`src/rtl/note_pkg.sv`:
```
// note_pkg -- shared constants for the note player.
//   NOTE_W   : width of a note code (8 notes, C4..C5)
//   DEPTH    : number of note slots in the player memory
//   CNT_W    : width of the tone half-period down-counter
//   HALF     : half-period table in 50 MHz clock cycles, indexed by note code
//   scaled_half() : table lookup divided by the simulation speed-up factor
package note_pkg;

    localparam int NOTE_W = 3;
    localparam int DEPTH  = 16;
    localparam int CNT_W  = 17;

    localparam logic [CNT_W-1:0] HALF [8] = '{
        17'd95556, 17'd85131, 17'd75843, 17'd71586,
        17'd63776, 17'd56818, 17'd50619, 17'd47778
    };

    // A quotient of zero would make the reload value underflow, so clamp to 1.
    function automatic logic [CNT_W-1:0] scaled_half(input logic [NOTE_W-1:0] code,
                                                     input int                scale);
        logic [CNT_W-1:0] q;
        q = CNT_W'(int'(HALF[code]) / scale);
        if (q == '0) q = CNT_W'(1);
        return q;
    endfunction

endpackage

```
`src/rtl/note_player_tone_gen.sv`:
```
// tone_gen -- square-wave generator driven by a half-period down-counter.
//   clk, reset   : system clock, asynchronous active-high reset
//   enable       : when low the counter sits at its reload value and wave is 0
//   restart      : reload the counter and clear wave (new note selected)
//   half_period  : half-period in clock cycles (counter reloads to this minus 1)
//   wave         : registered square-wave output
module tone_gen
    import note_pkg::*;
(
    input  logic             clk,
    input  logic             reset,
    input  logic             enable,
    input  logic             restart,
    input  logic [CNT_W-1:0] half_period,
    output logic             wave
);

    logic [CNT_W-1:0] r_cnt;

    always_ff @(posedge clk or posedge reset) begin
        if (reset) begin
            r_cnt <= '0;
            wave  <= 1'b0;
        end else if (restart || !enable) begin
            r_cnt <= half_period - 1'b1;
            wave  <= 1'b0;
        end else if (r_cnt == '0) begin
            r_cnt <= half_period - 1'b1;
            wave  <= ~wave;
        end else begin
            r_cnt <= r_cnt - 1'b1;
        end
    end

endmodule

```
`src/rtl/note_player.sv`:
```
// note_player -- 16-slot note memory with a square-wave tone player.
//   clk, reset    : 50 MHz system clock, asynchronous active-high reset
//   ld_note       : load phase; its rising edge stores note_in and advances wr_ptr
//   ld_play       : playback phase; selects slot note_counter for playing
//   note_counter  : slot index to play
//   note_in       : note code to store (0=C4 .. 7=C5)
//   audio_out     : square-wave tone
//   cur_note      : note code of the selected slot (1-cycle latency)
//   playing       : high while a stored, non-rest slot is sounding
//   note_count    : number of stored notes, saturating at 16
// Build option: define NOTE_REST_EN to treat note code 0 as a rest.
module note_player
    import note_pkg::*;
#(
    parameter int CLK_DIV_SCALE = 1
)(
    input  logic              clk,
    input  logic              reset,
    input  logic              ld_note,
    input  logic              ld_play,
    input  logic [3:0]        note_counter,
    input  logic [NOTE_W-1:0] note_in,
    output logic              audio_out,
    output logic [NOTE_W-1:0] cur_note,
    output logic              playing,
    output logic [4:0]        note_count
);

    logic [NOTE_W-1:0] r_mem [DEPTH];
    logic [3:0]        r_wr_ptr;
    logic [4:0]        r_note_count;
    logic [NOTE_W-1:0] r_cur_note;
    logic [3:0]        r_slot;
    logic              r_rest;
    logic              r_ld_note_d;
    logic              r_ld_play_d;

    logic              w_wr;
    logic              w_sel;
    logic              w_code_rest;
    logic              w_rest_next;
    logic              w_gate;
    logic              w_wave;
    logic [CNT_W-1:0]  w_half;
    logic [NOTE_W-1:0] w_rd;

    assign w_rd = r_mem[note_counter];
    assign w_wr = ld_note && !r_ld_note_d;

    // A slot is (re)selected when playback starts or the presented index
    // differs from the latched one. Only then is the note memory sampled, so
    // a later write into the sounding slot cannot change its tone.
    assign w_sel = ld_play && (!r_ld_play_d || (note_counter != r_slot));

`ifdef NOTE_REST_EN
    assign w_code_rest = (w_rd == '0);
`else
    assign w_code_rest = 1'b0;
`endif

    assign w_rest_next = ({1'b0, note_counter} >= r_note_count) || w_code_rest;

    // On a selection the generator reloads with the incoming note's period
    // so the new tone starts from a clean half-period on the next cycle.
    assign w_half = scaled_half(w_sel ? w_rd : r_cur_note, CLK_DIV_SCALE);

    assign w_gate = ld_play && r_ld_play_d && !ld_note && !r_rest;

    always_ff @(posedge clk) begin
        if (w_wr) r_mem[r_wr_ptr] <= note_in;
    end

    always_ff @(posedge clk or posedge reset) begin
        if (reset) begin
            r_wr_ptr     <= '0;
            r_note_count <= '0;
            r_cur_note   <= '0;
            r_slot       <= '0;
            r_rest       <= 1'b0;
            r_ld_note_d  <= 1'b0;
            r_ld_play_d  <= 1'b0;
        end else begin
            r_ld_note_d <= ld_note;
            r_ld_play_d <= ld_play;
            if (w_wr) begin
                r_wr_ptr <= r_wr_ptr + 1'b1;
                if (r_note_count != 5'd16) r_note_count <= r_note_count + 1'b1;
            end
            if (w_sel) begin
                r_cur_note <= w_rd;
                r_slot     <= note_counter;
                r_rest     <= w_rest_next;
            end
        end
    end

    tone_gen u_tone (
        .clk         (clk),
        .reset       (reset),
        .enable      (ld_play && !ld_note && !r_rest),
        .restart     (w_sel),
        .half_period (w_half),
        .wave        (w_wave)
    );

    assign audio_out  = w_wave && w_gate;
    assign playing    = w_gate;
    assign cur_note   = r_cur_note;
    assign note_count = r_note_count;

endmodule

```
`config.mk`:
```
export PLATFORM = sky130hd
export DESIGN_NAME = note_player
export DESIGN_NICKNAME = d
export VERILOG_FILES = /design/src/rtl/note_pkg.sv /design/src/rtl/note_player_tone_gen.sv /design/src/rtl/note_player.sv
export SDC_FILE = /design/constraint.sdc
export NUM_CORES = 1
export LEC_CHECK = 0
export BUFFER_PORTS_ARGS = -buffer_cell sky130_fd_sc_hd__buf_2
export CAP_MARGIN = 20
export CORE_MARGIN = 2
export CORE_UTILIZATION = 40
export CTS_CLUSTER_DIAMETER = 200
export DETAILED_ROUTE_END_ITERATION = 10
export PLACE_DENSITY = 0.6
export SLEW_MARGIN = 20
export SYNTH_ARGS = -nofsm -noshare
export SYNTH_HDL_FRONTEND = slang
export SYNTH_HIERARCHICAL = 1
export SYNTH_SLANG_ARGS = --single-unit
```
`constraint.sdc`:
```
create_clock -name clk -period 6.3 [get_ports clk]
set_clock_uncertainty 0.15 [all_clocks]
set_input_delay 0.945 -clock clk [delete_from_list [all_inputs] [get_ports clk]]
set_output_delay 0.945 -clock clk [all_outputs]
set_load 0.1 [all_outputs]
```
### Word level (Yosys, flattened, before mapping)

Memories as Yosys holds them, arrays and structs flattened.
Index checks and enable logic that the tools add are counted.

* RAM bits: 48
* flip-flop bits (word level): 37
* bits of input ports: 11
* memories: 2
* bits in read-only memories: 136

* equal/unequal tests: 2
* add/sub/neg operators: 4
* bitwise logic cells: 2
* reductions and logical operators: 19
* mux-type cells: 10
* order comparisons: 2

Memories
* (no name shown): words 8, bits a word 17, read ports 1, clocked after Yosys merged registers in 0, wr ports 0, line note_pkg.sv:22 `q = CNT_W'(int'(HALF[code]) / scale);`
* r_mem: words 16, bits a word 3, read ports 1, clocked after Yosys merged registers in 0, wr ports 1, line note_player.sv:29 `logic [NOTE_W-1:0] r_mem [DEPTH];`

Operators by type and width (number)
* $mux 17: 5
* $logic_not 17->1: 2
* $sub 17x1->17 const B: 2
* $logic_and 1x1->1: 8
* $add 5x1->5 const B: 1
* $ge 4x5->1: 1
* $logic_not 1->1: 5
* $ne 5x5->1 const B: 1
* $add 4x1->4 const B: 1
* $ge 4x4->1 const B: 1
* $mux 1: 4
* $ne 4x4->1: 1
* $not 3->4: 1
* $mux 3: 1
* $logic_or 1x1->1: 2
* $reduce_and 2->1: 1
* $reduce_bool 2->1: 1
* $not 1->1: 1

### Depth between registers and ports, before layout

Gate-level depths: netlist of the first run.

* depth in word-level cells: 13
* mapped depth: 16

### Cells and area by module

Netlist of the first run, hierarchy kept.

Modules (own cells, without submodules)
* note_player: instances 1, sequential area each 1916.8 sq um, cells each 211, area each 3131.8 sq um
* tone_gen: instances 1, sequential area each 450.4 sq um, cells each 133, area each 1296.2 sq um

### Worst setup path before layout of the first run

Ideal clock, no wire load.

* path type: in2reg
* start point: in note_counter[1]
* end point: reg u_tone.r_cnt[16]
* setup time: 132 ps
* path slack: 2062 ps
* stages on the path: 13
* arrival: 3956 ps
* required time: 6018 ps
* cell sequence: clkbuf_1 > xnor2_1 > nand2_1 > o41ai_4 > mux2_2 > ha_1 > nor2b_1 > a21o_1 > nor4_1 > nand3_1 > nor3_1 > xnor2_1 > mux2i_1

* longest elaborated chain between the ends: 13

RTL lines
* from (decl): line note_player.sv:21 `input logic [3:0] note_counter,`
* parallel branches: the longest is 3 deep, another holds $mem_v2 16x3
* $mux 3 *
* $not 3->4 (not written as such) *: line note_pkg.sv:22
* $mem_v2 8x17 *
* $mux 17 (not written as such) * (2 in series): line note_pkg.sv:22
* $logic_not 17->1: line note_pkg.sv:23 `if (q == '0) q = CNT_W'(1);`
* $mux 17 *: line note_pkg.sv:23
* named net w_half[4]: line note_player.sv:44 `logic [CNT_W-1:0] w_half;`
* $sub 17x1->17 *: line note_player_tone_gen.sv:25, note_player_tone_gen.sv:28
* $mux 17: line note_player_tone_gen.sv:27 `end else if (r_cnt == '0) begin`
* $mux 17 *: line note_player_tone_gen.sv:24 `end else if (restart || !enable) begin`
* to (signal assigned): line note_player_tone_gen.sv:25 `r_cnt <= half_period - 1'b1;`
* to (signal assigned): line note_player_tone_gen.sv:28 `r_cnt <= half_period - 1'b1;`
* to (signal assigned): line note_player_tone_gen.sv:31 `r_cnt <= r_cnt - 1'b1;`
* to (decl): line note_player_tone_gen.sv:18 `logic [CNT_W-1:0] r_cnt;`

Mark *: on every way through the listed nets, which the timed path passes. The select of a mux whose other input is x is not followed.
A chain may end at the register's enable or synchronous reset.

### Worst setup path in the final report of the first run

* start point: in note_counter[0]
* end point: reg u_tone.r_cnt[9]

The elaborated chain is that of the path after synthesis.

==> impl_metrics.toml, run 1 <==
[cells_and_area]
fillCellCount = 1010
diodes = 0
final_nets = 392
syn_to_final_growth_pct = 9.44
stdcell_count = 509
drive_gt1_frac = 0.179
design_area_mm2 = 0.00485

[yosys]
synth_common_cells = "edfxtp_1 (48), dfrtp_1 (37), xnor2_1 (25)"
mappedNetlistArea_mm2 = 0.00443
syn_nets = 372
yosys-top-cells-area = "edfxtp_1 (33%), dfrtp_1 (21%), mux4_2 (6.1%), xnor2_1 (4.9%), ha_1 (4.8%)"
ys_ff_latch = 85
yosys_most_used_dff = "edfxtp_1"
async_flop_share = 0.435
synth_edf_count = 48
synthCells = 344
yosysMostFrequentCell = "edfxtp_1"
ys_seq_area_frac = 0.535
yosysTopAreaCellShare = 0.326
syn_area_per_cell_um2 = 12.9
ys_types = 51
yosysWarnings = 6
synth_top_area_cell = "edfxtp_1"

[global_route]
grt_pass1_vias = 2643
grt_overflow = 0
grt_max_degree = 26
antenna_found_initial = 0
grt_pass1_wl_um = 13600
track_usage = 0.154

[power]
power.internal_uw = 1120
power_switching_uw = 679
p_comb_frac = 0.324
pwr-share-clk = 0.235
p_sw_frac = 0.378
leakage_uw = 0.00181
vdd_drop_max_v = 0.000312
power_density_mw_per_mm2 = 371
p_seq_frac = 0.441

[routing]
drtPass1Iterations = 4
wl_per_cell_um = 16.2
drt-initial-drc-count = 123
ant_nets = 0
vias = 2607
via_per_inst = 5.12
drc = 0
wirelength_um = 8220

[worst_setup_path]
setup.worst_path.start_class = "primary input"
path_class = "in -> reg"
reg2reg_depth = 11
critical_path.most_common_cell = "nand2_1"
crit_slowest_cell = "o41ai_4"
cp.required_ns = 6.35
timing.rr.end = "u_tone/r_cnt[9]"
critical-path-top-delay-family = "simple AND/OR/NAND/NOR gates"
cp_num_buf_inv = 1
path_max_fanout = 15
critPathArrivalTime_ns = 4.60
critPathMaxStageDelay_ns = 0.66
reg2reg_from = "r_slot[0]"
crit_path_cell_trace = "buf_2 > xor2_1 > o41ai_4 > mux2_2 > ha_1 > nand2_1 > o21ai_0 > nor4_1 > nand2_1 > nor3_1 > xnor2_1 > mux2i_1"
endpoint_kind = "flop"
rrSetupSlack_ns = 2.36

[sta]
slew_viol_final = 0
worst_pin_slew_ns = 0.833
hold_viol = 0
finalCritPeriodShare = 0.721
period_minus_slack_ns = 4.55
fin_hold_ws_ns = 0.367
max_freq_mhz = 220
relSlewSlack = 0.445
fin_ws_ns = 1.75
setup_violations = 0
grt_setup_unrepaired = "no"
finalSetupTns_ns = 0

[clock_network]
clock_sinks = 85
cts.repair.resized = 0
cts_buffers = 9
postCtsHoldBufs = 0
max-clock-path-buffers = 2
cts_root_buf = "clkbuf_8"
cts.clk_slew.worst_paths_ns = 0.08
cts_tree = "built"
post_cts_buffers = 0
h-tree-depth = 3
clock_latency_ns = 0.35

[die]
rows = 38
die_area_mm2 = 0.0119
die_height_um = 109
fp.dieW_um = 109
io_pins = 21
coreArea_mm2 = 0.0108
initial_utilization = 0.408

[placed_design]
placedInstanceArea_mm2 = 0.00462
dp_hpwl_um = 6010
dp.cells = 493
gp_congestion = 0.881
numPortBuffers = 20
dpl_worst_slack_ns = 1.33

[flow_run]
maxCapViolCount = 0

[worst_hold_path]
hold_end = "r_rest"
holdPathStages = 2
worstHoldStart = "r_rest"
hp-class = "reg -> reg"

[status]
status = "finished clean"
==> cell usage in the layout (no fill, tap or decap), types with 2 or more instances in the layout <==
cell type and n:
nor2_1 18, xor2_1 13, a21o_1 5, edfxtp_1 48, nor3b_1 3, mux4_2 12
bufinv_16 2, o21ai_1 2, xnor2_1 25, inv_1 19, o21ai_0 4, clkbuf_8 10
mux2i_1 10, nand4b_1 2, nand2b_1 6, a22oi_1 3, dfrtp_1 37, mux2_2 7
nor4_1 4, a31oi_1 2, nor2b_1 5, buf_2 20, nand2_1 21, and3_1 2
a21oi_1 6, ha_1 17, nand3_1 11, nor4_4 2, nand4_1 3, o31ai_1 3
and2_1 19, nor3_1 6
==> metrics by stage <==
stage / util / total power, uW
3_5_place_dp: 0.426 / 1390
6_report: 0.447 / 1800
4_1_cts: 0.447 / 1820
3_3_place_gp: 0.426 / 1380
2_1_floorplan: - / 1260
5_1_grt: 0.447 / 1910
==> sequential cells by signal (all words and copies together), names as in the netlist <==
| register | count |
|---|---|
| r_ld_play_d | 1 |
| r_slot | 4 |
| r_mem | 48 |
| note_count | 5 |
| r_rest | 1 |
| u_tone/r_cnt | 17 |
| r_ld_note_d | 1 |
| u_tone/wave | 1 |
| r_wr_ptr | 4 |
| cur_note | 3 |
==> worst max-delay path by stage <==
stage	startpoint	to	cells past startpoint
floorplan	note_counter[1]	u_tone/r_cnt[16]	13
global placement	note_counter[0]	u_tone/r_cnt[16]	12
detailed placement	note_counter[0]	u_tone/r_cnt[16]	12
CTS	note_counter[0]	u_tone/r_cnt[16]	12
global route	note_counter[0]	u_tone/r_cnt[9]	12
finish	note_counter[0]	u_tone/r_cnt[9]	12
==> power by group through the flow <==
stage	Clock (uW)	Sequential [uW]	Combinational (uW)
floorplan	0	916	344
global placement	0	801	582
detailed placement	0	805	581
CTS	434	795	587
global route	458	810	641
finish	423	793	583
==> kinds of logic (layout without fill, tap and decap cells) <==
logic type | after synthesis | in the layout | share of synthesized area
AO/OA/AOI/OAI | 33 | 33 | 0.0571
XOR/XNOR | 38 | 38 | 0.0752
adder cells (fa/ha/maj) | 17 | 17 | 0.0480
buffers and inverters | 31 | 56 | 0.0350
flip-flops | 85 | 85 | 0.535
multiplexers | 31 | 31 | 0.108
AND/OR/NAND/NOR | 109 | 109 | 0.142
==> worst reg2reg max path: stages, from the launching register on <==
cell     delay (ns)
dfrtp_1        0.41
xor2_1         0.18
o41ai_4        0.66
mux2_2         0.46
ha_1           0.35
nand2_1        0.11
o21ai_0        0.17
nor4_1         0.57
nand2_1        0.24
nor3_1         0.25
xnor2_1        0.15
mux2i_1        0.09
==> per-layer routing <==
metal / vias to the layer above / track usage / share of wire
met5: - / 0 / 0
met2: 51 / 0.225 / 0.44
met1: 1278 / 0.226 / 0.50
met4: 0 / 0.0624 / 0.014
li1: 1270 / - / -
met3: 8 / 0.0305 / 0.038
==> area by class of cell <==
class	instances	area (um2)	share of cell area
sequential	85	2370	0.489
multi-input combinational	228	1910	0.393
tap	140	175	0.0361
clock buffer	10	138	0.0284
timing repair buffer	20	100	0.0207
clock inverter	6	85.1	0.0176
inverter	20	75.1	0.0155
Note: power is estimated with default switching activity, not from simulation.
==> run 2, diff against run 1 <==
- PLACE_DENSITY: 0.6 -> 0.62
- clock period: 6.3 -> 4 ns (I/O delays scaled with it)
==> run 2 against run 1 <==
Largest cell class unchanged. Routed wire length is 4.6% higher. Sequential share of layout area is 1.8 points lower. Count of clock-buffer cells in the layout stayed put. Clock power is 44% higher. Worst hold slack worse by 0.17 ns. Register-to-register slack worse by 1.8 ns. Total power is 58% higher. Combinational power is 68% higher. Critical path type unchanged. Global-route usage is 0.64 points higher. Flip-flop and latch count stayed put. First-iteration DRC count is 11% lower.
==> impl_metrics.toml, run 2 (same netlist as run 1, synthesis figures left out) <==
[status]
status = "finished clean"

[global_route]
grt_pass1_vias = 2781
grt_max_degree = 26
grt_overflow = 0
track_usage = 0.161
grt_pass1_wl_um = 14200
antenna_found_initial = 0

[sta]
grt_setup_unrepaired = "no"
hold_viol = 0
max_freq_mhz = 272
relSlewSlack = 0.474
setup_violations = 0
worst_pin_slew_ns = 0.788
finalSetupTns_ns = 0
slew_viol_final = 0
finalCritPeriodShare = 0.919
period_minus_slack_ns = 3.68

[routing]
ant_nets = 0
drtPass1Iterations = 4
drc = 0
wl_per_cell_um = 16.0
wirelength_um = 8600
drt-initial-drc-count = 109
vias = 2752
via_per_inst = 5.12

[cells_and_area]
layout_common_cells = "edfxtp_1 (48), dfrtp_1 (37), buf_4 (28)"
final_nets = 420
stdcell_count = 537
syn_to_final_growth_pct = 13.6
final_common_cell = "edfxtp_1"
diodes = 0
drive_gt1_frac = 0.237
top_register = "r_mem"
largest_reg_flops = 48

[worst_setup_path]
crit_start = "note_counter[0]"
cp.required_ns = 4.09
path_max_fanout = 10
critPathArrivalTime_ns = 3.77
path_class = "in -> reg"
reg2reg_from = "r_slot[0]"
endpoint_kind = "flop"
setup.worst_path.start_class = "primary input"

[die]
coreArea_mm2 = 0.0108
io_pins = 21
die_height_um = 109
fp.dieW_um = 109
die_area_mm2 = 0.0119
initial_utilization = 0.408
rows = 38

[power]
power_density_mw_per_mm2 = 565
leakage_uw = 0.00194
vdd_drop_max_v = 0.000561
p_sw_frac = 0.388
power.internal_uw = 1740
p_seq_frac = 0.440
p_comb_frac = 0.345
pwr-share-clk = 0.215
power_switching_uw = 1100

[clock_network]
cts_tree = "built"
post_cts_buffers = 0
cts_root_buf = "clkbuf_8"
cts.clk_slew.worst_paths_ns = 0.08
cts.repair.resized = 0
clock_sinks = 85
cts_buffers = 9
clock_latency_ns = 0.37
max-clock-path-buffers = 2
h-tree-depth = 3
postCtsHoldBufs = 0

[placed_design]
dp_hpwl_um = 6550
gp_congestion = 0.801
numPortBuffers = 20
dp.cells = 521

[flow_run]
maxCapViolCount = 0

[worst_hold_path]
hp-class = "in -> async"
-- run 2: cell count changes in the layout (fill, tap and decap cells not counted) --
cell / change
clkbuf_8: -1
clkinv_1: -1
clkinv_4: +1
buf_4: +28
bufinv_16: -1
clkbuf_1: +1
inv_6: +1
-- run 2: stage by stage --
stage | instance area, um2 | hold slack, ns | power [uW] | utilization | setup WS (ns)
detailed placement | 4830 | 0.325 | 2260 | 0.446 | -0.0732
global route | 5030 | 0.235 | 3020 | 0.464 | 0.0454
floorplan | 4430 | 0.300 | 1990 | - | 0.107
global placement | 4830 | 0.316 | 2230 | 0.446 | -0.00236
CTS | 5030 | 0.218 | 2870 | 0.464 | 0.305
finish | 5030 | 0.193 | 2840 | 0.464 | 0.324
-- run 2: worst paths after layout --
kind,endpoint,slack (ns),cells past startpoint
max,u_tone/r_cnt[16],0.32,15
min,u_tone/r_cnt[15],0.19,2
max reg2reg,u_tone/r_cnt[16],0.54,12
min reg2reg,r_rest,0.36,2
max in group asynchronous,note_count[2],2.97,2
min in group clk,r_ld_note_d,0.24,1
-- run 2: power groups by stage --
stage               logic, uW  registers (uW)  clock network (uW)
floorplan                 542            1440                   0
global placement          972            1260                   0
detailed placement        988            1270                   0
CTS                       992            1250                 627
global route             1080            1270                 665
finish                    981            1250                 611
-- run 2: worst max-delay path: stages --
cell and delay [ns]:
buf_2 0.27, buf_4 0.19, mux4_2 0.48, nand3_1 0.12, nand3_1 0.10, mux2_2 0.32
ha_1 0.32, nor2b_1 0.17, a21o_1 0.18, nor4_1 0.30, buf_4 0.17, nand3_1 0.08
nor3_1 0.22, xnor2_1 0.15, mux2i_1 0.08
-- run 2: routing by layer --
| layer | share of wire | vias to the layer above | global-route usage |
|---|---|---|---|
| met5 | 0 | - | 0 |
| met4 | 0.017 | 0 | 0.0597 |
| met3 | 0.046 | 13 | 0.0353 |
| met2 | 0.46 | 54 | 0.245 |
| met1 | 0.48 | 1357 | 0.225 |
| li1 | - | 1328 | - |
-- run 2: cell type report --
cell class                      instances  area, um2
Timing Repair Buffer                   48        310
Clock inverter                          6       68.8
Inverter                               20       75.1
Clock buffer                           10        128
Multi-Input combinational cell        228       1910
Tap cell                              140        175
Sequential cell                        85       2370
Fill cell                            1003       5810
==> run 3, diff against run 2 <==
- CORE_MARGIN: 2 -> not set
==> run 3 against run 2 <==
Global-route usage is 0.17 points higher. Core utilization hardly changed. Critical endpoint unchanged. Register-to-register slack better by 0.02 ns. Final cell count is 0.37% lower. Worst hold slack better by 0.017 ns.
==> impl_metrics.toml, run 3 (same netlist as run 1, synthesis figures left out) <==
[global_route]
grt_overflow = 0
use_met1 = 0.227
busiest_layer = "met2"
grt_max_degree = 26
grt_util_met3 = 0.0377
track_usage = 0.162
antenna_found_initial = 0
grt_pass1_vias = 2787
grt_pass1_wl_um = 14200
grt_use_met2 = 0.251

[clock_network]
post_cts_buffers = 0
cts.repair.resized = 0
clock_sinks = 85
cts_buffers = 9
cts_root_buf = "clkbuf_8"
max-clock-path-buffers = 2
h-tree-depth = 3
clock_latency_ns = 0.35
cts.clk_slew.worst_paths_ns = 0.09
cts_tree = "built"
postCtsHoldBufs = 0

[die]
initial_utilization = 0.410
io_pins = 21
rows = 38
coreArea_mm2 = 0.0108
die_area_mm2 = 0.0115
fp.dieW_um = 107
die_height_um = 107

[sta]
worst_pin_slew_ns = 0.778
grt_setup_unrepaired = "no"
relSlewSlack = 0.480
hold_viol = 0
fin_ws_ns = 0.343
max_freq_mhz = 273
period_minus_slack_ns = 3.66
setup_violations = 0
slew_viol_final = 0
finalCritPeriodShare = 0.914

[routing]
vias = 2728
wirelength_um = 8370
via_per_inst = 5.10
ant_nets = 0
wl_per_cell_um = 15.6
drc = 0
drtPass1Iterations = 4
drt-initial-drc-count = 149

[placed_design]
placedInstanceArea_mm2 = 0.00483
dp_hpwl_um = 6360
dpl_worst_slack_ns = -0.0198
numPortBuffers = 20
gp_congestion = 0.787

[cells_and_area]
syn_to_final_growth_pct = 13.0
final_nets = 418
largest_reg_flops = 48
design_area_mm2 = 0.00500
top_register = "r_mem"
diodes = 0
layout_common_cells = "edfxtp_1 (48), dfrtp_1 (37), xnor2_1 (25), buf_4 (25), nand2_1 (21)"
drive_gt1_frac = 0.233
final_common_cell = "edfxtp_1"

[worst_setup_path]
crit_start = "note_counter[0]"
reg2reg_from = "r_slot[0]"
critPathArrivalTime_ns = 3.74
endpoint_kind = "flop"
setup.worst_path.start_class = "primary input"
rrSetupSlack_ns = 0.56
reg2reg_depth = 12
path_class = "in -> reg"
timing.rr.end = "u_tone/r_cnt[16]"
path_max_fanout = 10
cp.required_ns = 4.09
critPathCapture = "u_tone/r_cnt[16]"

[status]
status = "finished clean"

[worst_hold_path]
hp-class = "in -> async"

[flow_run]
maxCapViolCount = 0

[power]
leakage_uw = 0.00192
vdd_drop_max_v = 0.000491
power_density_mw_per_mm2 = 555
fin_total_pwr_uw = 2780
## run 3: cell types whose count changed in the layout (fill, tap and decap cells not counted)
cell / change
buf_4: -3
clkinvlp_4: +1
bufinv_16: -1
buf_12: +1
## run 3: worst max-delay path, cell delays in order
cell     delay, ns
buf_2         0.28
mux4_2        0.56
a22oi_1       0.19
nand3_1       0.12
mux2_2        0.29
ha_1          0.30
nor2b_1       0.18
a21o_1        0.20
nor4_1        0.27
buf_4         0.17
nand3_1       0.08
nor3_1        0.22
xnor2_1       0.17
mux2i_1       0.10
## run 3: how the worst min path moves through the flow
| stage | start | to | depth (start not counted) |
|---|---|---|---|
| after floorplan | r_rest | r_rest | 2 |
| after global placement | r_rest | r_rest | 2 |
| after global routing | ld_note | r_ld_note_d | 1 |
| final | reset | u_tone/r_cnt[3] | 2 |
| after CTS | reset | u_tone/r_cnt[5] | 2 |
| after detailed placement | r_rest | r_rest | 2 |
## run 3: per-stage QoR
stage               setup TNS [ns]  hold slack (ns)  std cells   util
floorplan                        0            0.300        344      -
global placement           -0.0474            0.315        519  0.448
detailed placement         -0.0227            0.318        519  0.448
CTS                              0            0.229        535  0.464
global route                     0            0.248        535  0.464
finish                           0            0.210        535  0.464
## run 3: layout make-up
class,instances,area (um2)
clock buffers,10,128
clock inverters,6,46.3
fillers,978,5790
inverters,20,75.1
multi-input cells,228,1910
flip-flops and latches,85,2370
well taps,140,175
repair buffers,46,308
## run 3: metal layers
metal  vias up  share of wire
li1       1317              -
met1      1371           0.50
met2        33           0.47
met3         7          0.027
met4         0         0.0092
met5         -              0
## run 3: power by group
part | internal (uW) | switching [uW] | total (uW)
logic | 373 | 610 | 983
clock network | 230 | 317 | 547
registers | 1080 | 171 | 1250
total | 1680 | 1100 | 2780
